<file path="src/rtl/ps2_kbd_tx_pkg.sv">
// Shared definitions for the PS/2 keyboard transmitter: FSM encoding, frame
// length, scan-code prefixes and the frame builder.
package ps2_kbd_tx_pkg;

  typedef enum logic [1:0] {IDLE, SETUP, LOW, GAP} state_e;

  localparam int FRAME_BITS = 11;

  localparam logic [7:0] SC_BREAK = 8'hF0;
  localparam logic [7:0] SC_EXT   = 8'hE0;

  // Bit 0 goes on the wire first: start, data LSB first, odd parity, stop.
  function automatic logic [FRAME_BITS-1:0] build_frame(input logic [7:0] d);
    return {1'b1, ~^d, d, 1'b0};
  endfunction

endpackage

</file>
<file path="src/rtl/ps2_tx_fifo.sv">
// Synchronous 8-bit scan-code FIFO with occupancy output; head is visible
// without popping so an aborted frame can be resent.
module ps2_tx_fifo #(
  parameter int DEPTH = 4
) (
  input  logic                   clk_i,
  input  logic                   rst_i,
  input  logic                   push_i,
  input  logic [7:0]             push_dat_i,
  output logic                   push_rdy_o,
  input  logic                   pop_i,
  output logic [7:0]             head_dat_o,
  output logic                   head_vld_o,
  output logic [$clog2(DEPTH):0] count_o
);

  localparam int AW = $clog2(DEPTH);
  localparam logic [AW:0] FULL_CNT = (AW+1)'(DEPTH);

  logic [7:0]    mem_q [DEPTH];
  logic [AW-1:0] wr_ptr_q, wr_ptr_d;
  logic [AW-1:0] rd_ptr_q, rd_ptr_d;
  logic [AW:0]   count_q, count_d;
  logic          do_push, do_pop;

  assign push_rdy_o = (count_q != FULL_CNT);
  assign head_vld_o = (count_q != '0);
  assign head_dat_o = mem_q[rd_ptr_q];
  assign count_o    = count_q;

  always_comb begin
    do_push  = push_i && push_rdy_o;
    do_pop   = pop_i && head_vld_o;
    wr_ptr_d = do_push ? wr_ptr_q + 1'b1 : wr_ptr_q;
    rd_ptr_d = do_pop ? rd_ptr_q + 1'b1 : rd_ptr_q;
    count_d  = count_q;
    if (do_push && !do_pop) count_d = count_q + 1'b1;
    else if (do_pop && !do_push) count_d = count_q - 1'b1;
  end

  always_ff @(posedge clk_i) begin
    if (do_push) mem_q[wr_ptr_q] <= push_dat_i;
  end

  always_ff @(posedge clk_i or posedge rst_i) begin
    if (rst_i) begin
      wr_ptr_q <= '0;
      rd_ptr_q <= '0;
      count_q  <= '0;
    end else begin
      wr_ptr_q <= wr_ptr_d;
      rd_ptr_q <= rd_ptr_d;
      count_q  <= count_d;
    end
  end

endmodule

</file>
<file path="src/rtl/ps2_kbd_tx.sv">
// PS/2 device-to-host transmitter: buffers scan codes and clocks each out as an
// 11-bit frame; host inhibit aborts the frame and the byte is resent later.
module ps2_kbd_tx
  import ps2_kbd_tx_pkg::*;
#(
  parameter int HALF_PERIOD = 50,
  parameter int GAP_CYCLES  = 200,
  parameter int FIFO_DEPTH  = 4
) (
  input  logic                        clk,
  input  logic                        reset,
  input  logic [7:0]                  in_data,
  input  logic                        in_valid,
  output logic                        in_ready,
  input  logic                        host_inhibit,
  output logic                        ps2_clk,
  output logic                        ps2_data,
  output logic                        busy,
  output logic                        frame_done,
  output logic [$clog2(FIFO_DEPTH):0] fifo_count
);

  localparam int CNT_MAX = (HALF_PERIOD > GAP_CYCLES) ? HALF_PERIOD : GAP_CYCLES;
  localparam int CW      = $clog2(CNT_MAX);
  localparam logic [CW-1:0] HP_LAST  = CW'(HALF_PERIOD - 1);
  localparam logic [CW-1:0] GAP_LAST = CW'(GAP_CYCLES - 1);

  state_e                state_q;
  logic [CW-1:0]         cnt_q;
  logic [3:0]            bit_q;
  logic [FRAME_BITS-2:0] frame_q;
  logic                  ps2_clk_q, ps2_data_q, frame_done_q;

  logic       head_vld, pop, hp_done, gap_done, last_bit;
  logic [7:0] head_dat;

  assign hp_done  = (cnt_q == HP_LAST);
  assign gap_done = (cnt_q == GAP_LAST);
  assign last_bit = (bit_q == 4'(FRAME_BITS - 1));
  // The head is only released once the stop bit has fully gone out.
  assign pop      = (state_q == LOW) && hp_done && last_bit && !host_inhibit;

  ps2_tx_fifo #(.DEPTH(FIFO_DEPTH)) u_fifo (
    .clk_i      (clk),
    .rst_i      (reset),
    .push_i     (in_valid),
    .push_dat_i (in_data),
    .push_rdy_o (in_ready),
    .pop_i      (pop),
    .head_dat_o (head_dat),
    .head_vld_o (head_vld),
    .count_o    (fifo_count)
  );

  always_ff @(posedge clk or posedge reset) begin
    if (reset) begin
      state_q      <= IDLE;
      cnt_q        <= '0;
      bit_q        <= '0;
      frame_q      <= '1;
      ps2_clk_q    <= 1'b1;
      ps2_data_q   <= 1'b1;
      frame_done_q <= 1'b0;
    end else begin
      frame_done_q <= 1'b0;
      unique case (state_q)
        IDLE: if (head_vld && !host_inhibit) begin
          state_q                 <= SETUP;
          cnt_q                   <= '0;
          bit_q                   <= '0;
          ps2_clk_q               <= 1'b1;
          {frame_q, ps2_data_q}   <= build_frame(head_dat);
        end
        SETUP, LOW: begin
          if (host_inhibit) begin
            state_q    <= GAP;
            cnt_q      <= '0;
            ps2_clk_q  <= 1'b1;
            ps2_data_q <= 1'b1;
          end else if (!hp_done) begin
            cnt_q <= cnt_q + 1'b1;
          end else if (state_q == SETUP) begin
            state_q   <= LOW;
            cnt_q     <= '0;
            ps2_clk_q <= 1'b0;
          end else if (last_bit) begin
            state_q      <= GAP;
            cnt_q        <= '0;
            ps2_clk_q    <= 1'b1;
            ps2_data_q   <= 1'b1;
            frame_done_q <= 1'b1;
          end else begin
            // Data moves only together with the rising clock edge.
            state_q               <= SETUP;
            cnt_q                 <= '0;
            bit_q                 <= bit_q + 1'b1;
            ps2_clk_q             <= 1'b1;
            {frame_q, ps2_data_q} <= {1'b1, frame_q};
          end
        end
        GAP: begin
          if (gap_done) begin
            state_q <= IDLE;
            cnt_q   <= '0;
          end else begin
            cnt_q <= cnt_q + 1'b1;
          end
        end
        default: state_q <= IDLE;
      endcase
    end
  end

  assign ps2_clk    = ps2_clk_q;
  assign ps2_data   = ps2_data_q;
  assign frame_done = frame_done_q;
  assign busy       = (state_q != IDLE) || (fifo_count != '0);

endmodule

</file>
<file path="config.mk">
export PLATFORM = sky130hd
export DESIGN_NAME = ps2_kbd_tx
export DESIGN_NICKNAME = d
export VERILOG_FILES = /design/src/rtl/ps2_kbd_tx_pkg.sv /design/src/rtl/ps2_tx_fifo.sv /design/src/rtl/ps2_kbd_tx.sv
export SDC_FILE = /design/constraint.sdc
export NUM_CORES = 1
export LEC_CHECK = 0
export CAP_MARGIN = 20
export CORE_MARGIN = 2
export CORE_UTILIZATION = 46
export DETAILED_ROUTE_END_ITERATION = 10
export GPL_ROUTABILITY_DRIVEN = 0
export GPL_TIMING_DRIVEN = 1
export PLACE_DENSITY = 0.64
export SYNTH_ARGS = -nofsm -noshare
export SYNTH_HDL_FRONTEND = slang
export SYNTH_SLANG_ARGS = --single-unit
</file>
<file path="constraint.sdc">
create_clock -name clk -period 3.3 [get_ports clk]
set_clock_uncertainty 0.05 [all_clocks]
set_input_delay 0.66 -clock clk [delete_from_list [all_inputs] [get_ports clk]]
set_output_delay 0.66 -clock clk [all_outputs]
set_load 0.02 [all_outputs]
</file>
==> flow_summary.toml <==
[run_status]
outcome = "finished, final reports clean"

[critical_path]
cp_data_required_time_ps = 3470
startpoint = "cnt_q[1]$_DFFE_PP0N_"
cp_top_family = "simple AND/OR/NAND/NOR gates"
cp-endpoint = "u_fifo.count_o[1]$_DFFE_PP0P_"
critical-path-max-stage-delay_ps = 470
cp_num_buf_inv = 2
path_class = "reg2reg"
path_max_fanout = 4
crit_slowest_cell = "or4b_4"
end_kind = "register"
cp_cell_sequence = "inv_1 -> ha_1 -> or4b_4 -> nor3_1 -> nand4_1 -> ha_1 -> inv_1 -> fa_1 -> mux2_2"
timing.reg2reg.setup_slack_ps = 560
reg2reg_depth = 9
crit_path_start_kind = "register"
r2r-end = "u_fifo.count_o[1]$_DFFE_PP0P_"
crit_arrival_ps = 2910
cp.depth = 9
worstReg2RegStart = "cnt_q[1]$_DFFE_PP0N_"

[power]
power_switching_share_pct = 35.4
pwr-share-clk_pct = 19.7
cellPowerDensity_mw_per_mm2 = 859
p_sw_w = 0.00110
p_int_w = 0.00201
p_leak_nw = 1.40
p_comb_share_pct = 40.2
total_power_w = 0.00312
p_seq_share_pct = 40.1
ir_drop_v = 0.000325

[detailed_routing]
drt-pass1-iter-count = 4
wl_mm = 5.38
vias_per_cell = 5.45
postRouteAntennaNets = 0
num_vias = 1886
post_drt_wl_per_cell_um = 15.5
drt-initial-drc-count = 71
drc = 0

[grt]
grt_max_degree = 34
grt_pass1_vias = 1886
antenna_found_initial = 0
grt_util_all_layers_pct = 15.9
overflow = 0
grt_first_pass_wirelength_mm = 9.15

[synth]
ys_seq_elements = 65
synth.avg_cell_area_sq_um = 13.5
synth_nets = 262
yosys_warnings = 0
synth_area_leaders = "edfxtp_1 30%, dfrtp_1 17%, dfstp_2 9.1%"
synth-edff-count = 32
yosysTopAreaCellShare_pct = 30.2
synth_cell_types = 51
synth_area_leader_cell = "edfxtp_1"
netlist_instances = 235
yosysSeqAreaShare_pct = 56.7
synthArstFlopShare_pct = 50.8
syn_area_sq_mm = 0.00318
ys.flop_type = "edfxtp_1"

[cells_and_area]
seq_area_sq_mm = 0.00180
fin_area_sq_mm = 0.00363
final_cell_mix = "32 x edfxtp_1, 22 x dfrtp_1, 19 x clkdlybuf4s50_1, 14 x nand2_1, 14 x ha_1"
multiInputGateArea_sq_mm = 0.00131
nFillCells = 566
drive_above_1_share_pct = 23.3
diodes = 0
layout_commonest_cell = "edfxtp_1"
syn_to_final_growth_pct = 14.2
fin_nets = 288
final_core_util_pct = 53.7

[floorplan]
core_area_sq_mm = 0.00676
std_cell_rows = 30
dieArea_sq_mm = 0.00759
boundaryPins = 20
start_util_pct = 47.0
die_h_um = 87.1
die_w_um = 87.1

[timing]
fmax_ghz = 0.365
tightest_slew_ps = 571
min_period_over_period_pct = 83.0
tns_ps = 0
relSlewSlack_pct = 61.6
hold_slack_ps = 436
finalHoldViolCount = 0
slew_viol_final = 0
finalSetupViolCount = 0
rsz0062_at_grt = "no"
fin_crit_ps = 2740

[clock_tree]
cts_resized = 0
clock_latency_ps = 340
cts_made_buffers = 9
postCtsSetupBuffers = 0
cts_hold_buf = 0
cts-root-buf = "clkbuf_8"
clk_pin_slew_ps = 70
cts_tree = "done"
cts_sinks = 65
clock_path_buffers = 2
cts_max_level = 3

[worst_hold_path]
min_path_cells = 2
hp-class = "reg2reg"

[run]
maxCapViolCount = 0

[place]
io_buffers = 19
placed_area_sq_mm = 0.00345
dp_hpwl_mm = 3.72
[registers in the layout, indices dropped and copies added, names as in the netlist]
| signal | flops |
|---|---|
| bit_q | 4 |
| cnt_q | 8 |
| frame_done | 1 |
| frame_q | 9 |
| ps2_clk | 1 |
| ps2_data | 1 |
| state_q | 2 |
| u_fifo.count_o | 3 |
| u_fifo.mem_q | 32 |
| u_fifo.rd_ptr_q | 2 |
| u_fifo.wr_ptr_q | 2 |
[how the worst min path moves through the flow]
| stage | startpoint | to |
|---|---|---|
| after floorplan | frame_q[8]$_DFFE_PP1P_ | frame_q[8]$_DFFE_PP1P_ |
| after global placement | frame_q[8]$_DFFE_PP1P_ | frame_q[8]$_DFFE_PP1P_ |
| after detailed placement | frame_q[8]$_DFFE_PP1P_ | frame_q[8]$_DFFE_PP1P_ |
| after CTS | frame_q[8]$_DFFE_PP1P_ | frame_q[8]$_DFFE_PP1P_ |
| after global routing | ps2_data$_DFFE_PP1P_ | ps2_data$_DFFE_PP1P_ |
| final | frame_q[8]$_DFFE_PP1P_ | frame_q[8]$_DFFE_PP1P_ |
[kinds of logic after synthesis]
group	Yosys count	synth area share, %
DFF	65	56.7
buffers and inverters	17	2.28
adders and majority gates	15	6.14
AOI/OAI and AO/OA	41	8.39
muxes	26	12.9
and+or+nand+nor	58	10.1
xor gates and xnor gates	13	3.58
[worst min-delay path: cells and delay by family (launching register included)]
family                 cells  cell delay [ps]
DFF                        1              370
AOI/OAI and AO/OA          1               70
buffers and inverters      1               40
[power by group through the flow]
stage                     sequential [W]  combinational, W  clock (W)
after detailed placement         0.00127           0.00126          0
after floorplan                  0.00126          0.000976          0
final                            0.00125           0.00126   0.000614
after global placement           0.00126           0.00124          0
after CTS                        0.00126           0.00127   0.000629
after global routing             0.00128           0.00139   0.000662
[Yosys cell counts, types with 8 or more instances]
cell      count
dfstp_2      11
ha_1         14
dfrtp_1      22
mux2_2       10
nand2_1      14
edfxtp_1     32
inv_1        11
a21oi_1       8
o21ai_0      12
xnor2_1      10
nor2_1        8
mux4_2        8
[through the flow]
| stage | instances | setup WS [ps] |
|---|---|---|
| 6_report | 346 | 561 |
| 5_1_grt | 346 | 404 |
| 4_1_cts | 346 | 534 |
| 3_5_place_dp | 330 | 484 |
| 3_3_place_gp | 330 | 533 |
| 2_1_floorplan | 235 | 803 |
[cell type report]
| cell class | count | area share, % |
|---|---|---|
| Clock buffer | 9 | 3.41 |
| Inverter | 11 | 1.14 |
| Multi-Input combinational cell | 153 | 36.0 |
| Timing Repair Buffer | 21 | 5.65 |
| Clock inverter | 7 | 1.48 |
| Sequential cell | 65 | 49.6 |
| Tap cell | 80 | 2.76 |
[routing by layer]
layer | part of all wire, % | vias up | track usage [%] | wire, um
met5 | 0 | - | 0 | 0
met4 | 1.4 | 0 | 7.13 | 74
met3 | 3.8 | 7 | 3.60 | 207
met2 | 46 | 39 | 23.4 | 2470
met1 | 49 | 916 | 22.6 | 2630
li1 | - | 924 | - | -
No activity file was read; power rests on OpenSTA's default activity.
